### config.mk
export PLATFORM = sky130hd
export DESIGN_NAME = ctrl_sequencer
export DESIGN_NICKNAME = d
export VERILOG_FILES = /design/src/rtl/ctrl_sequencer.sv
export SDC_FILE = /design/constraint.sdc
export NUM_CORES = 1
export LEC_CHECK = 0
export BUFFER_PORTS_ARGS = -buffer_cell sky130_fd_sc_hd__buf_2
export CAP_MARGIN = 15
export CELL_PAD_IN_SITES_DETAIL_PLACEMENT = 1
export CELL_PAD_IN_SITES_GLOBAL_PLACEMENT = 2
export CORE_MARGIN = 5
export CORE_UTILIZATION = 35
export CTS_CLUSTER_SIZE = 30
export DETAILED_ROUTE_END_ITERATION = 16
export PLACE_DENSITY_LB_ADDON = 0.15
export REMOVE_ABC_BUFFERS = 1
export SETUP_SLACK_MARGIN = 0.02
export SLEW_MARGIN = 20
export SYNTH_ARGS = -nofsm -noshare
export SYNTH_HDL_FRONTEND = slang
export SYNTH_SLANG_ARGS = --single-unit
### constraint.sdc
create_clock -name Clk -period 5.1 [get_ports Clk]
set_clock_uncertainty 0.2 [all_clocks]
set_input_delay 0.51 -clock Clk [delete_from_list [all_inputs] [get_ports Clk]]
set_output_delay 0.51 -clock Clk [all_outputs]
set_load 0.005 [all_outputs]
### src/rtl/ctrl_sequencer.sv
// Multi-cycle control FSM for the basic processor datapath: walks each instruction through
// FETCH/DECODE/EXEC/(MEM)/WB and drives PC, register-file, ALU and data-memory controls.
module ctrl_sequencer #(
    parameter int IW       = 9,
    parameter int MAX_WAIT = 8,
    parameter int CW       = 16
) (
    input  logic          Clk,
    input  logic          Reset,
    input  logic          Start,
    input  logic [IW-1:0] Instruction,
    input  logic          Zero,
    input  logic          MemReady,
    output logic          FetchEn,
    output logic          PCInit,
    output logic          PCInc,
    output logic          BranchEn,
    output logic [3:0]    ALUOp,
    output logic          RegWrite,
    output logic          MemRead,
    output logic          MemWrite,
    output logic          Ack,
    output logic          Error,
    output logic [CW-1:0] CycleCount,
    output logic [2:0]    dbg_state
);

    localparam logic [3:0] OP_LSH  = 4'b0000;
    localparam logic [3:0] OP_RSH  = 4'b0001;
    localparam logic [3:0] OP_AND  = 4'b0010;
    localparam logic [3:0] OP_OR   = 4'b0011;
    localparam logic [3:0] OP_LDI  = 4'b0100;
    localparam logic [3:0] OP_LDR  = 4'b0101;
    localparam logic [3:0] OP_STR  = 4'b0110;
    localparam logic [3:0] OP_BNZ  = 4'b0111;
    localparam logic [3:0] OP_GEQ  = 4'b1000;
    localparam logic [3:0] OP_EQ   = 4'b1001;
    localparam logic [3:0] OP_NEG  = 4'b1010;
    localparam logic [3:0] OP_ADD  = 4'b1011;
    localparam logic [3:0] OP_ADDI = 4'b1100;
    localparam logic [3:0] OP_NEQ  = 4'b1101;
    localparam logic [3:0] OP_ILL  = 4'b1110;
    localparam logic [3:0] OP_HALT = 4'b1111;

    localparam int WW = $clog2(MAX_WAIT + 1);

    typedef enum logic [2:0] {
        S_IDLE   = 3'd0,
        S_FETCH  = 3'd1,
        S_DECODE = 3'd2,
        S_EXEC   = 3'd3,
        S_MEM    = 3'd4,
        S_WB     = 3'd5,
        S_DONE   = 3'd6
    } state_t;

    state_t        state;
    state_t        state_nxt;
    logic          start_q;
    logic          taken_q;
    logic          taken_nxt;
    logic [WW-1:0] wait_cnt;
    logic          accept;
    logic          timeout;
    logic          wb_write;
    logic          wb_branch;
    logic [3:0]    opcode;
    logic          unused_bits;

    assign opcode      = Instruction[IW-1:IW-4];
    assign unused_bits = ^Instruction[IW-5:0];
    assign dbg_state   = state;

    // Handshakes: Start is a level whose rising edge (against start_q) is only honoured in
    // IDLE; MemReady completes the request in the same cycle it is sampled high in MEM.
    always_comb begin
        state_nxt = state;
        taken_nxt = taken_q;
        accept    = 1'b0;
        timeout   = 1'b0;
        case (state)
            S_IDLE: begin
                if (Start && !start_q) begin
                    accept    = 1'b1;
                    state_nxt = S_FETCH;
                end
            end
            S_FETCH:  state_nxt = S_DECODE;
            S_DECODE: state_nxt = S_EXEC;
            S_EXEC: begin
                case (ALUOp)
                    OP_HALT:        state_nxt = S_DONE;
                    OP_LDR, OP_STR: state_nxt = S_MEM;
                    OP_BNZ: begin
                        taken_nxt = ~Zero;
                        state_nxt = S_WB;
                    end
                    default:        state_nxt = S_WB;
                endcase
            end
            S_MEM: begin
                if (MemReady) begin
                    state_nxt = S_WB;
                end else if (wait_cnt == WW'(MAX_WAIT - 1)) begin
                    timeout   = 1'b1;
                    state_nxt = S_DONE;
                end
            end
            S_WB:    state_nxt = S_FETCH;
            S_DONE:  state_nxt = S_IDLE;
            default: state_nxt = S_IDLE;
        endcase
    end

    assign wb_write  = !(ALUOp inside {OP_STR, OP_BNZ, OP_ILL, OP_HALT});
    assign wb_branch = (ALUOp == OP_BNZ) && taken_nxt;

    // Outputs are registered from the next state so each one is a clean Moore decode.
    always_ff @(posedge Clk or negedge Reset) begin
        if (!Reset) begin
            state      <= S_IDLE;
            start_q    <= 1'b0;
            taken_q    <= 1'b0;
            wait_cnt   <= '0;
            ALUOp      <= 4'b0000;
            CycleCount <= '0;
            Error      <= 1'b0;
            FetchEn    <= 1'b0;
            PCInit     <= 1'b0;
            PCInc      <= 1'b0;
            BranchEn   <= 1'b0;
            RegWrite   <= 1'b0;
            MemRead    <= 1'b0;
            MemWrite   <= 1'b0;
            Ack        <= 1'b0;
        end else begin
            state    <= state_nxt;
            start_q  <= Start;
            taken_q  <= taken_nxt;
            wait_cnt <= (state == S_MEM) ? wait_cnt + WW'(1) : '0;
            if (state == S_DECODE) begin
                ALUOp <= opcode;
            end
            if (accept) begin
                CycleCount <= '0;
            end else if (state != S_IDLE && CycleCount != '1) begin
                CycleCount <= CycleCount + CW'(1);
            end
            if (accept) begin
                Error <= 1'b0;
            end else if ((state == S_EXEC && ALUOp == OP_ILL) || timeout) begin
                Error <= 1'b1;
            end
            PCInit   <= (state_nxt == S_IDLE);
            FetchEn  <= (state_nxt == S_FETCH);
            MemRead  <= (state_nxt == S_MEM) && (ALUOp == OP_LDR);
            MemWrite <= (state_nxt == S_MEM) && (ALUOp == OP_STR);
            RegWrite <= (state_nxt == S_WB) && wb_write;
            BranchEn <= (state_nxt == S_WB) && wb_branch;
            PCInc    <= (state_nxt == S_WB) && !wb_branch;
            Ack      <= (state_nxt == S_DONE);
        end
    end

endmodule

==> results of run 1 <==
==> report_power, final <==
group,leakage (nW),switching (mW),internal (mW)
registers,0.499,0.140,0.394
clock network,0.0472,0.106,0.109
logic,0.482,0.225,0.201
total,1.03,0.470,0.704
==> worst register-to-register path, cell delays in order (launching register included) <==
cell and delay [ns]:
sky130_fd_sc_hd__dfrtp_1 0.43, sky130_fd_sc_hd__ha_1 0.25, sky130_fd_sc_hd__nand3_4 0.14, sky130_fd_sc_hd__o41ai_4 0.72
sky130_fd_sc_hd__nor3_1 0.13, sky130_fd_sc_hd__xnor2_1 0.20, sky130_fd_sc_hd__nor2_1 0.06
==> worst paths after layout <==
check                                                  to  cells past startpoint  slack, ns                       from
worst max-delay path            CycleCount[6]$_DFFE_PN0P_                      6       2.87  CycleCount[0]$_DFFE_PN0P_
worst min-delay path            CycleCount[5]$_DFFE_PN0P_                      1       0.11                      Reset
worst max register to register  CycleCount[6]$_DFFE_PN0P_                      6       2.87  CycleCount[0]$_DFFE_PN0P_
worst min register to register      wait_cnt[0]$_DFF_PN0_                      1       0.27      wait_cnt[0]$_DFF_PN0_
max in group asynchronous       CycleCount[1]$_DFFE_PN0P_                      1       4.02                      Reset
min in group Clk                        start_q$_DFF_PN0_                      1       0.14                      Start
==> layout by cell type, fill, tap and decap left out, types with 2 or more instances in the layout <==
master	netlist	routed
sky130_fd_sc_hd__nand4_1	4	4
sky130_fd_sc_hd__nand3b_1	2	2
sky130_fd_sc_hd__buf_2	1	40
sky130_fd_sc_hd__inv_1	2	2
sky130_fd_sc_hd__xnor2_1	8	8
sky130_fd_sc_hd__or3_1	5	5
sky130_fd_sc_hd__dfrtp_1	38	38
sky130_fd_sc_hd__nor3b_1	2	2
sky130_fd_sc_hd__o21ai_0	8	8
sky130_fd_sc_hd__nand2b_1	3	3
sky130_fd_sc_hd__nor2_1	25	25
sky130_fd_sc_hd__mux2_2	4	4
sky130_fd_sc_hd__ha_1	2	2
sky130_fd_sc_hd__nor3_1	7	7
sky130_fd_sc_hd__nand2_1	10	10
sky130_fd_sc_hd__xor2_1	2	2
sky130_fd_sc_hd__nor4_1	4	4
sky130_fd_sc_hd__and2_1	2	2
sky130_fd_sc_hd__a41oi_1	2	2
sky130_fd_sc_hd__nand3_1	5	5
sky130_fd_sc_hd__mux2i_1	2	2
sky130_fd_sc_hd__clkbuf_8	0	6
sky130_fd_sc_hd__a21oi_1	10	10
==> flip-flops by register name (all words and copies together) (netlist names), 3 cells and up <==
name / cells
CycleCount: 16
ALUOp: 4
wait_cnt: 4
dbg_state: 3
==> cells in the mapped netlist, types with 3 or more instances <==
cell type	number	area, sq um
sky130_fd_sc_hd__dfrtp_1	38	950.9
sky130_fd_sc_hd__nor3_1	7	35.03
sky130_fd_sc_hd__nor4_1	4	25.02
sky130_fd_sc_hd__mux2_2	4	45.04
sky130_fd_sc_hd__xnor2_1	8	70.07
sky130_fd_sc_hd__o21ai_0	8	40.04
sky130_fd_sc_hd__nand4_1	4	25.02
sky130_fd_sc_hd__nand3_1	5	25.02
sky130_fd_sc_hd__a21oi_1	10	50.05
sky130_fd_sc_hd__nand2_1	10	37.54
sky130_fd_sc_hd__nand2b_1	3	18.77
sky130_fd_sc_hd__nor2_1	25	93.84
sky130_fd_sc_hd__or3_1	5	31.28
==> area by class of cell <==
cell class | count | area [sq um] | area share
flip-flops and latches | 38 | 950.9 | 0.4294
multi-input cells | 127 | 869.6 | 0.3927
repair buffers | 40 | 200.2 | 0.09040
well taps | 70 | 87.58 | 0.03955
clock buffers | 6 | 82.58 | 0.03729
clock inverters | 2 | 12.51 | 0.005650
inverters | 3 | 11.26 | 0.005085
==> routing by layer <==
layer | up-vias | track usage
met1 | 727 | 0.1616
li1 | 703 | -
met4 | 0 | 0.03268
met2 | 32 | 0.2748
met5 | - | 0
met3 | 2 | 0.04121
==> through the flow <==
step / hold slack (ns) / setup WS (ns) / instance area, sq um
final: 0.1145 / 2.867 / 2215
after global routing: 0.1229 / 2.663 / 2215
after CTS: 0.1305 / 2.519 / 2203
after detailed placement: 0.2712 / 2.529 / 2108
after global placement: 0.2470 / 2.666 / 2108
after floorplan: 0.01441 / 2.984 / 1821
==> cells by family (layout without fill, tap and decap cells) <==
logic type / Yosys count / after routing / synth area share
AND/OR/NAND/NOR: 84 / 84 / 0.2752
flip-flops: 38 / 38 / 0.5153
AO/OA/AOI/OAI: 25 / 25 / 0.09357
XOR/XNOR: 10 / 10 / 0.04746
buffers and inverters: 8 / 51 / 0.01965
multiplexers: 6 / 6 / 0.03525
adder cells (fa/ha/maj): 2 / 2 / 0.01356
==> impl_metrics.yaml, run 1 <==
clock_tree:
  worstSkewPairLatency_ns: 0.29
  max-clock-path-buffers: 2
  cts-hold-fix-buffers: 0
  cts-root-buf: "sky130_fd_sc_hd__clkbuf_8"
  cts_buffers: 5
  path_clk_slew_ns: 0.08
  clock_tree.htree_level_count: 2
  cts_num_sinks: 38
  postCtsSetupBuffers: 0
  cts_resized: 0
  clock_tree_from_tritoncts: "built"
worst_setup_path:
  end_kind: "flip-flop"
  worst-path-max-fanout: 14
  cells_along_the_critical_path: "ha_1, nand3_4, o41ai_4, nor3_1, xnor2_1, nor2_1"
  critical_path_buf_inv_count: 0
  critPathRequiredTime_ns: 5.07
  cp-start-kind: "flip-flop"
  crit_type: "reg2reg"
  critical-path-slowest-cell: "sky130_fd_sc_hd__o41ai_4"
  critical_path.top_delay_family: "compound AO/OA/AOI/OAI gates"
  timing.critical_path.arrival_ns: 2.20
  critPathMaxStageDelay_ns: 0.72
routing:
  detail_route.first_pass.iterations: 4
  wirelength_um: 4414
  average_vias_per_placed_instance: 5.119
  dr.first_iter.drc_count: 70
  met3WireLength_um: 243
  wire_length_on_met1_um: 1793
  post-route-drc-count: 0
  highest_layer: "met4"
  num_vias: 1464
  routedWlPerCell_um: 15.43
  ant_nets: 0
  met2WireLength_um: 2357
grt:
  total_global_route_track_usage: 0.1461
  global_route.overflow_total: 0
  number_of_antenna_violations_at_the_first_check_in_global_routing: 0
  grt_start_max_net_pins: 39
  number_of_global_route_vias_before_repair: 1625
  global_route_wire_length_before_repair_um: 7603
sta:
  final.min_clock_period_ns: 2.234
  finalSetupViolCount: 0
  layout_worst_path_cycle_share: 0.4379
  finalHoldViolations: 0
  tightest_slew_ns: 0.8650
  maxSlewViolCount: 0
  rsz_0062_raised_after_global_routing: "false"
  slew_headroom: 0.4234
  max_clock_freq_mhz: 447.7
  final.setup.tns_ns: 0
final_layout:
  finish.utilization: 0.4336
  filler_cell_count: 604
  instances_no_fill: 286
  drive_gt1_frac: 0.3009
  layout-area-overhead-vs-synth_pct: 20.00
  antennaDiodeCount: 0
  layout.nets: 231
power:
  areal_power_density_over_the_cells_nw_per_um2: 530.2
  totalPowerFinal_mw: 1.174
  p_leak_nw: 1.029
  vdd_drop_max_v: 0.0002608
floorplanning:
  dieWidth_um: 82.62
  ioPinCount: 46
  row_count: 26
  coreArea_sq_um: 5107
  fp.dieArea_sq_um: 6825
  vertical_extent_of_the_die_um: 82.62
  initial_core_utilization: 0.3613
hold_path:
  holdCritPathClass: "in2async"
logic_synthesis:
  post_synth_num_cell_types: 47
  ys_dominant_reg_cell: "sky130_fd_sc_hd__dfrtp_1"
  yosys_register_bits: 38
  synth_area_per_cell_sq_um: 10.67
  ys_async_sr_fraction: 1.000
  yosys_warnings: 0
  syn-instance-count: 173
  mappedNetlistArea_sq_um: 1846
  synth_sequential_area_ratio: 0.5153
  edff_count_synth: 0
placed_design:
  dp_hpwl_um: 3259
  place.detailed.instances: 278
  globalplace.congestion: 0.7526
  buffer_ports.inserted: 40
job:
  timing.max_cap.violations: 0
outcome:
  outcome: "finished clean"
Note: power is estimated with default switching activity, not from simulation.
==> run 2, diff against run 1 <==
--- a/config.mk
+++ b/config.mk
@@ -10,7 +10,7 @@
 export CELL_PAD_IN_SITES_DETAIL_PLACEMENT = 1
 export CELL_PAD_IN_SITES_GLOBAL_PLACEMENT = 2
 export CORE_MARGIN = 5
-export CORE_UTILIZATION = 35
+export CORE_UTILIZATION = 29
 export CTS_CLUSTER_SIZE = 30
 export DETAILED_ROUTE_END_ITERATION = 16
 export PLACE_DENSITY_LB_ADDON = 0.15
==> constraint.sdc (replaced) <==
create_clock -name Clk -period 1.95 [get_ports Clk]
set_clock_uncertainty 0.2 [all_clocks]
set_input_delay 0.195 -clock Clk [delete_from_list [all_inputs] [get_ports Clk]]
set_output_delay 0.195 -clock Clk [all_outputs]
set_load 0.005 [all_outputs]
==> impl_metrics.yaml, run 2 (synthesis gave the netlist of run 1 again) <==
routing:
  average_vias_per_placed_instance: 4.906
  wirelength_um: 5131
  ant_nets: 0
  num_vias: 1673
  dr.first_iter.drc_count: 28
  routedWlPerCell_um: 15.05
  detail_route.first_pass.iterations: 4
  post-route-drc-count: 0
floorplanning:
  dieWidth_um: 89.78
  ioPinCount: 46
  coreArea_sq_um: 6277
  row_count: 29
  fp.dieArea_sq_um: 8060
  vertical_extent_of_the_die_um: 89.78
  initial_core_utilization: 0.2940
worst_setup_path:
  end_kind: "flip-flop"
  critical_path_buf_inv_count: 1
  critPathRequiredTime_ns: 1.95
  crit_type: "reg2reg"
  critPathMaxStageDelay_ns: 0.39
  worst-path-max-fanout: 2
  critical-path-slowest-cell: "sky130_fd_sc_hd__dfrtp_1"
  critical_path.top_delay_family: "simple AND/OR/NAND/NOR gates"
  cp-start-kind: "flip-flop"
  cells_along_the_critical_path: "ha_4, nand3_4, buf_6, nand2b_4, or3b_4, or3_4, a21oi_2"
  timing.critical_path.arrival_ns: 2.01
sta:
  slew_headroom: 0.6966
  finalHoldViolations: 0
  max_clock_freq_mhz: 499.2
  final.setup.tns_ns: -0.05312
  tightest_slew_ns: 0.4551
  final.min_clock_period_ns: 2.003
  layout_worst_path_cycle_share: 1.027
  timing.hold.ws_ns: 0.07120
  post-route-worst-setup-slack_ns: -0.05312
  maxSlewViolCount: 0
  rsz_0062_raised_after_global_routing: "true"
  finalSetupViolCount: 1
final_layout:
  layout.nets: 281
  antennaDiodeCount: 0
  flip_flop_count_of_the_largest_register_all_copies_and_words_added: 16
  commonest_cells_after_routing_fill_and_taps_aside: "sky130_fd_sc_hd__buf_4 (42), sky130_fd_sc_hd__buf_2 (40), sky130_fd_sc_hd__dfrtp_1 (37), sky130_fd_sc_hd__nor2_1 (25)"
  drive_gt1_frac: 0.4508
  top_register: "CycleCount"
  biggestRegsByFlops: "CycleCount x16, ALUOp x4, wait_cnt x4"
  mostFrequentLayoutCell: "sky130_fd_sc_hd__buf_4"
  layout-area-overhead-vs-synth_pct: 46.03
placed_design:
  dp_hpwl_um: 3908
  dpl_worst_slack_ns: -0.3695
  buffer_ports.inserted: 40
  globalplace.congestion: 0.7332
hold_path:
  holdCritPathClass: "in2reg"
outcome:
  outcome: "finished, violations left"
  failed_checks: "setup timing"
grt:
  total_global_route_track_usage: 0.1326
  global_route.overflow_total: 0
  top_usage_layer: "met2"
  number_of_global_route_vias_before_repair: 1878
  grt.met3_usage: 0.03422
  groute.layer.met2.usage: 0.2396
  number_of_antenna_violations_at_the_first_check_in_global_routing: 0
  global_route.usage.met1: 0.1528
  grt_start_max_net_pins: 22
  global_route_wire_length_before_repair_um: 8997
clock_tree:
  cts_buffers: 5
  max-clock-path-buffers: 2
  clock_tree_from_tritoncts: "built"
  cts-root-buf: "sky130_fd_sc_hd__clkbuf_8"
  clock_tree.htree_level_count: 2
  worstSkewPairLatency_ns: 0.28
  path_clk_slew_ns: 0.07
  cts_num_sinks: 38
power:
  vdd_drop_max_v: 0.0006131
  areal_power_density_over_the_cells_nw_per_um2: 1342
  p_leak_nw: 1.294
job:
  timing.max_cap.violations: 0
## run 2: cell count changes in the layout (fill, tap and decap cells not counted), sizes merged
cell / change
clkinv: -1
buf: +44
dlygate4sd3: +6
clkinvlp: -1
## run 2: final timing paths
check / start / endpoint / slack, ns / cells past startpoint
min in group asynchronous: Reset / CycleCount[2]$_DFFE_PN0P_ / 0.19 / 2
max reg2reg: CycleCount[0]$_DFFE_PN0P_ / CycleCount[10]$_DFFE_PN0P_ / -0.05 / 7
max: CycleCount[0]$_DFFE_PN0P_ / CycleCount[10]$_DFFE_PN0P_ / -0.05 / 7
min: Zero / taken_q$_DFF_PN0_ / 0.07 / 3
max in group asynchronous: Reset / FetchEn$_DFF_PN0_ / 0.88 / 3
min reg2reg: wait_cnt[0]$_DFF_PN0_ / wait_cnt[0]$_DFF_PN0_ / 0.28 / 1
## run 2: routing by layer
metal | vias up | share of wire | routed length (um)
met5 | - | 0 | 0
met4 | 0 | 0.0097 | 50
met3 | 7 | 0.047 | 239
met1 | 827 | 0.41 | 2098
met2 | 41 | 0.53 | 2743
li1 | 798 | - | -
## run 2: cell type report
cell class | count | area (sq um)
multi-input cells | 127 | 945.9
inverters | 3 | 11.26
clock buffers | 6 | 82.58
well taps | 77 | 96.34
repair buffers | 90 | 606.8
flip-flops and latches | 38 | 952.2
fillers | 726 | 3582
## run 2: stage by stage
stage	instances	total power, mW	util	cell area, sq um
2_1_floorplan	168	2.035	-	1821
3_3_place_gp	317	2.823	0.3775	2370
3_5_place_dp	317	2.895	0.3775	2370
4_1_cts	336	3.541	0.4130	2592
5_1_grt	341	3.923	0.4293	2695
6_report	341	3.617	0.4293	2695
## run 2: worst min-delay path, stage by stage
cell and delay, ns:
sky130_fd_sc_hd__buf_2 0.10, sky130_fd_sc_hd__nor2_1 0.06, sky130_fd_sc_hd__a21o_1 0.15
## run 2: repair_timing
| action | 4_1_cts | 5_1_grt |
|---|---|---|
| setup buffers | 7 | 5 |
| pin swaps | 5 | 6 |
| endpoints found under the hold margin | 27 | 0 |
| endpoints found under the setup margin | 10 | 15 |
| cloned | 0 | 0 |
| gates resized for setup | 4 | 15 |
| hold buffers | 6 | 0 |
## run 2: power by group
part | switching [mW] | internal, mW | leakage (nW) | total (mW)
clock network | 0.248 | 0.273 | 0.0431 | 0.520
registers | 0.183 | 1.04 | 0.498 | 1.22
logic | 0.914 | 0.964 | 0.753 | 1.88
total | 1.34 | 2.27 | 1.29 | 3.62
==> run 3, diff against run 2 <==
--- a/config.mk
+++ b/config.mk
@@ -5,12 +5,13 @@
 export SDC_FILE = /design/constraint.sdc
 export NUM_CORES = 1
 export LEC_CHECK = 0
+export ABC_AREA = 1
 export BUFFER_PORTS_ARGS = -buffer_cell sky130_fd_sc_hd__buf_2
 export CAP_MARGIN = 15
 export CELL_PAD_IN_SITES_DETAIL_PLACEMENT = 1
 export CELL_PAD_IN_SITES_GLOBAL_PLACEMENT = 2
 export CORE_MARGIN = 5
-export CORE_UTILIZATION = 29
+export CORE_UTILIZATION = 27
 export CTS_CLUSTER_SIZE = 30
 export DETAILED_ROUTE_END_ITERATION = 16
 export PLACE_DENSITY_LB_ADDON = 0.15
==> impl_metrics.yaml, run 3 <==
routing:
  post-route-drc-count: 0
  met3WireLength_um: 172
  highest_layer: "met4"
  average_vias_per_placed_instance: 4.444
  dr.first_iter.drc_count: 40
  ant_nets: 0
  routedWlPerCell_um: 13.87
  num_vias: 1880
  wirelength_um: 5868
  detail_route.first_pass.iterations: 4
  wire_length_on_met1_um: 3082
  met2WireLength_um: 2538
worst_setup_path:
  reg2reg_setup_slack_ns: 0.17
  end_kind: "flip-flop"
  cp-start-kind: "flip-flop"
  crit_type: "reg2reg"
  critPathRequiredTime_ns: 1.98
  worst-path-max-fanout: 14
  timing.critical_path.arrival_ns: 1.82
logic_synthesis:
  synth_sequential_area_ratio: 0.4700
  post_synth_num_cell_types: 27
  syn-instance-count: 257
  yosys_warnings: 0
  synth_area_per_cell_sq_um: 7.872
  yosys_register_bits: 38
  synth.top_cells.by_count: "sky130_fd_sc_hd__nand2_1 (69), sky130_fd_sc_hd__nor2_1 (46), sky130_fd_sc_hd__dfrtp_1 (38)"
  most_area_consuming_cells_after_synthesis: "sky130_fd_sc_hd__dfrtp_1 (47%), sky130_fd_sc_hd__nand2_1 (13%), sky130_fd_sc_hd__nor2_1 (8.5%)"
  yosys.cell_count.top_type: "sky130_fd_sc_hd__nand2_1"
  ys_async_sr_fraction: 1.000
  synthDominantCellAreaShare: 0.4700
  mappedNetlistArea_sq_um: 2023
  ys_dominant_reg_cell: "sky130_fd_sc_hd__dfrtp_1"
  yosysTopAreaCell: "sky130_fd_sc_hd__dfrtp_1"
  edff_count_synth: 0
placed_design:
  dp_hpwl_um: 4539
  place.detailed.instances: 409
  place_area_sq_um: 2439
  globalplace.congestion: 0.7812
  buffer_ports.inserted: 40
  dpl_worst_slack_ns: 0.1481
final_layout:
  fin_area_sq_um: 2646
  finish.utilization: 0.3629
  mostFrequentLayoutCell: "sky130_fd_sc_hd__nand2_1"
  layout-area-overhead-vs-synth_pct: 30.80
  drive_gt1_frac: 0.2593
  filler_cell_count: 935
  flip_flop_count_of_the_largest_register_all_copies_and_words_added: 16
  biggestRegsByFlops: "CycleCount x16, ALUOp x4, wait_cnt x4"
  layout.nets: 339
  antennaDiodeCount: 0
  instances_no_fill: 423
  top_register: "CycleCount"
  commonest_cells_after_routing_fill_and_taps_aside: "sky130_fd_sc_hd__nand2_1 (69), sky130_fd_sc_hd__nor2_1 (45), sky130_fd_sc_hd__buf_2 (40), sky130_fd_sc_hd__dfrtp_1 (38), sky130_fd_sc_hd__inv_1 (24)"
floorplanning:
  coreArea_sq_um: 7292
  initial_core_utilization: 0.2775
  row_count: 31
  ioPinCount: 46
  fp.dieArea_sq_um: 9325
  dieWidth_um: 96.57
  vertical_extent_of_the_die_um: 96.57
clock_tree:
  max-clock-path-buffers: 2
  postCtsSetupBuffers: 0
  worstSkewPairLatency_ns: 0.29
  path_clk_slew_ns: 0.08
  clock_tree_from_tritoncts: "built"
  cts-root-buf: "sky130_fd_sc_hd__clkbuf_8"
  clock_tree.htree_level_count: 2
  cts_num_sinks: 38
  cts_buffers: 5
sta:
  final.setup.tns_ns: 0
  slew_headroom: 0.6285
  timing.hold.ws_ns: -0.002920
  post-route-worst-setup-slack_ns: 0.1684
  finalHoldViolations: 1
  tightest_slew_ns: 0.5573
  final.min_clock_period_ns: 1.782
  layout_worst_path_cycle_share: 0.9136
  rsz_0062_raised_after_global_routing: "false"
  maxSlewViolCount: 0
  finalSetupViolCount: 0
  max_clock_freq_mhz: 561.3
grt:
  number_of_antenna_violations_at_the_first_check_in_global_routing: 0
  global_route.overflow_total: 0
  total_global_route_track_usage: 0.1406
  global_route_wire_length_before_repair_um: 9936
  grt_start_max_net_pins: 24
  number_of_global_route_vias_before_repair: 2039
job:
  timing.max_cap.violations: 0
power:
  p_leak_nw: 1.389
  areal_power_density_over_the_cells_nw_per_um2: 1304
  vdd_drop_max_v: 0.0005190
  totalPowerFinal_mw: 3.451
outcome:
  failed_checks: "hold timing"
  outcome: "finished, violations left"
hold_path:
  holdCritPathClass: "in2reg"
## run 3: cell types whose count changed after synthesis, sizes merged, moves of 7 or more
cell / delta
xnor2: -7
nand2: +66
nand4: +7
nand3: +16
inv: +24
nor2: +24
or3: -7
## run 3: worst paths after layout
check,from,endpoint,cells past startpoint
hold reg to reg,wait_cnt[0]$_DFF_PN0_,wait_cnt[0]$_DFF_PN0_,1
setup reg to reg,CycleCount[1]$_DFFE_PN0P_,CycleCount[13]$_DFFE_PN0P_,9
min in group asynchronous,Reset,wait_cnt[3]$_DFF_PN0_,2
max in group asynchronous,Reset,CycleCount[13]$_DFFE_PN0P_,3
setup / recovery,CycleCount[1]$_DFFE_PN0P_,CycleCount[13]$_DFFE_PN0P_,9
hold / removal,Zero,taken_q$_DFF_PN0_,4
## run 3: logic make-up (layout without fill, tap and decap cells)
family                   after synthesis  after routing  synth area share
AND/OR/NAND/NOR                      163            163            0.3599
XOR/XNOR                               8              8           0.03463
multiplexers                           1              1          0.005565
AO/OA/AOI/OAI                         15             15           0.05071
buffers and inverters                 30             97           0.06679
flip-flops                            38             38            0.4700
adder cells (fa/ha/maj)                2              2           0.01237
## run 3: per-layer routing
metal | vias to the layer above | GRT usage
met3 | 6 | 0.02789
met4 | 0 | 0.04206
li1 | 946 | -
met2 | 27 | 0.2259
met1 | 901 | 0.1910
met5 | - | 0
## run 3: repair_timing
action | 4_1_cts | 5_1_grt
gates resized for setup | 0 | 2
hold endpoints to repair | 27 | 0
hold buffers | 6 | 0
endpoints found under the setup margin | 0 | 3
## run 3: power by group
group	leakage [nW]	internal (mW)	switching [mW]	total, mW
clock network	0.0714	0.546	0.302	0.848
registers	0.500	0.990	0.158	1.15
logic	0.818	0.554	0.901	1.45
total	1.39	2.09	1.36	3.45
## run 3: cell type report
type / count / area (sq um) / area share
Clock buffer: 6 / 82.58 / 0.03121
Clock inverter: 2 / 60.06 / 0.02270
Inverter: 27 / 108.9 / 0.04113
Multi-Input combinational cell: 189 / 939.7 / 0.3551
Sequential cell: 38 / 950.9 / 0.3593
Tap cell: 99 / 123.9 / 0.04681
Timing Repair Buffer: 62 / 380.4 / 0.1437
## run 3: critical path, cell delays in order (launching register included)
cell                      delay [ns]
sky130_fd_sc_hd__dfrtp_1        0.40
sky130_fd_sc_hd__ha_1           0.21
sky130_fd_sc_hd__nand3_1        0.13
sky130_fd_sc_hd__inv_2          0.12
sky130_fd_sc_hd__nand2_4        0.08
sky130_fd_sc_hd__o21ai_4        0.20
sky130_fd_sc_hd__nand2_4        0.12
sky130_fd_sc_hd__inv_8          0.14
sky130_fd_sc_hd__nand2_1        0.06
sky130_fd_sc_hd__nand2_1        0.06
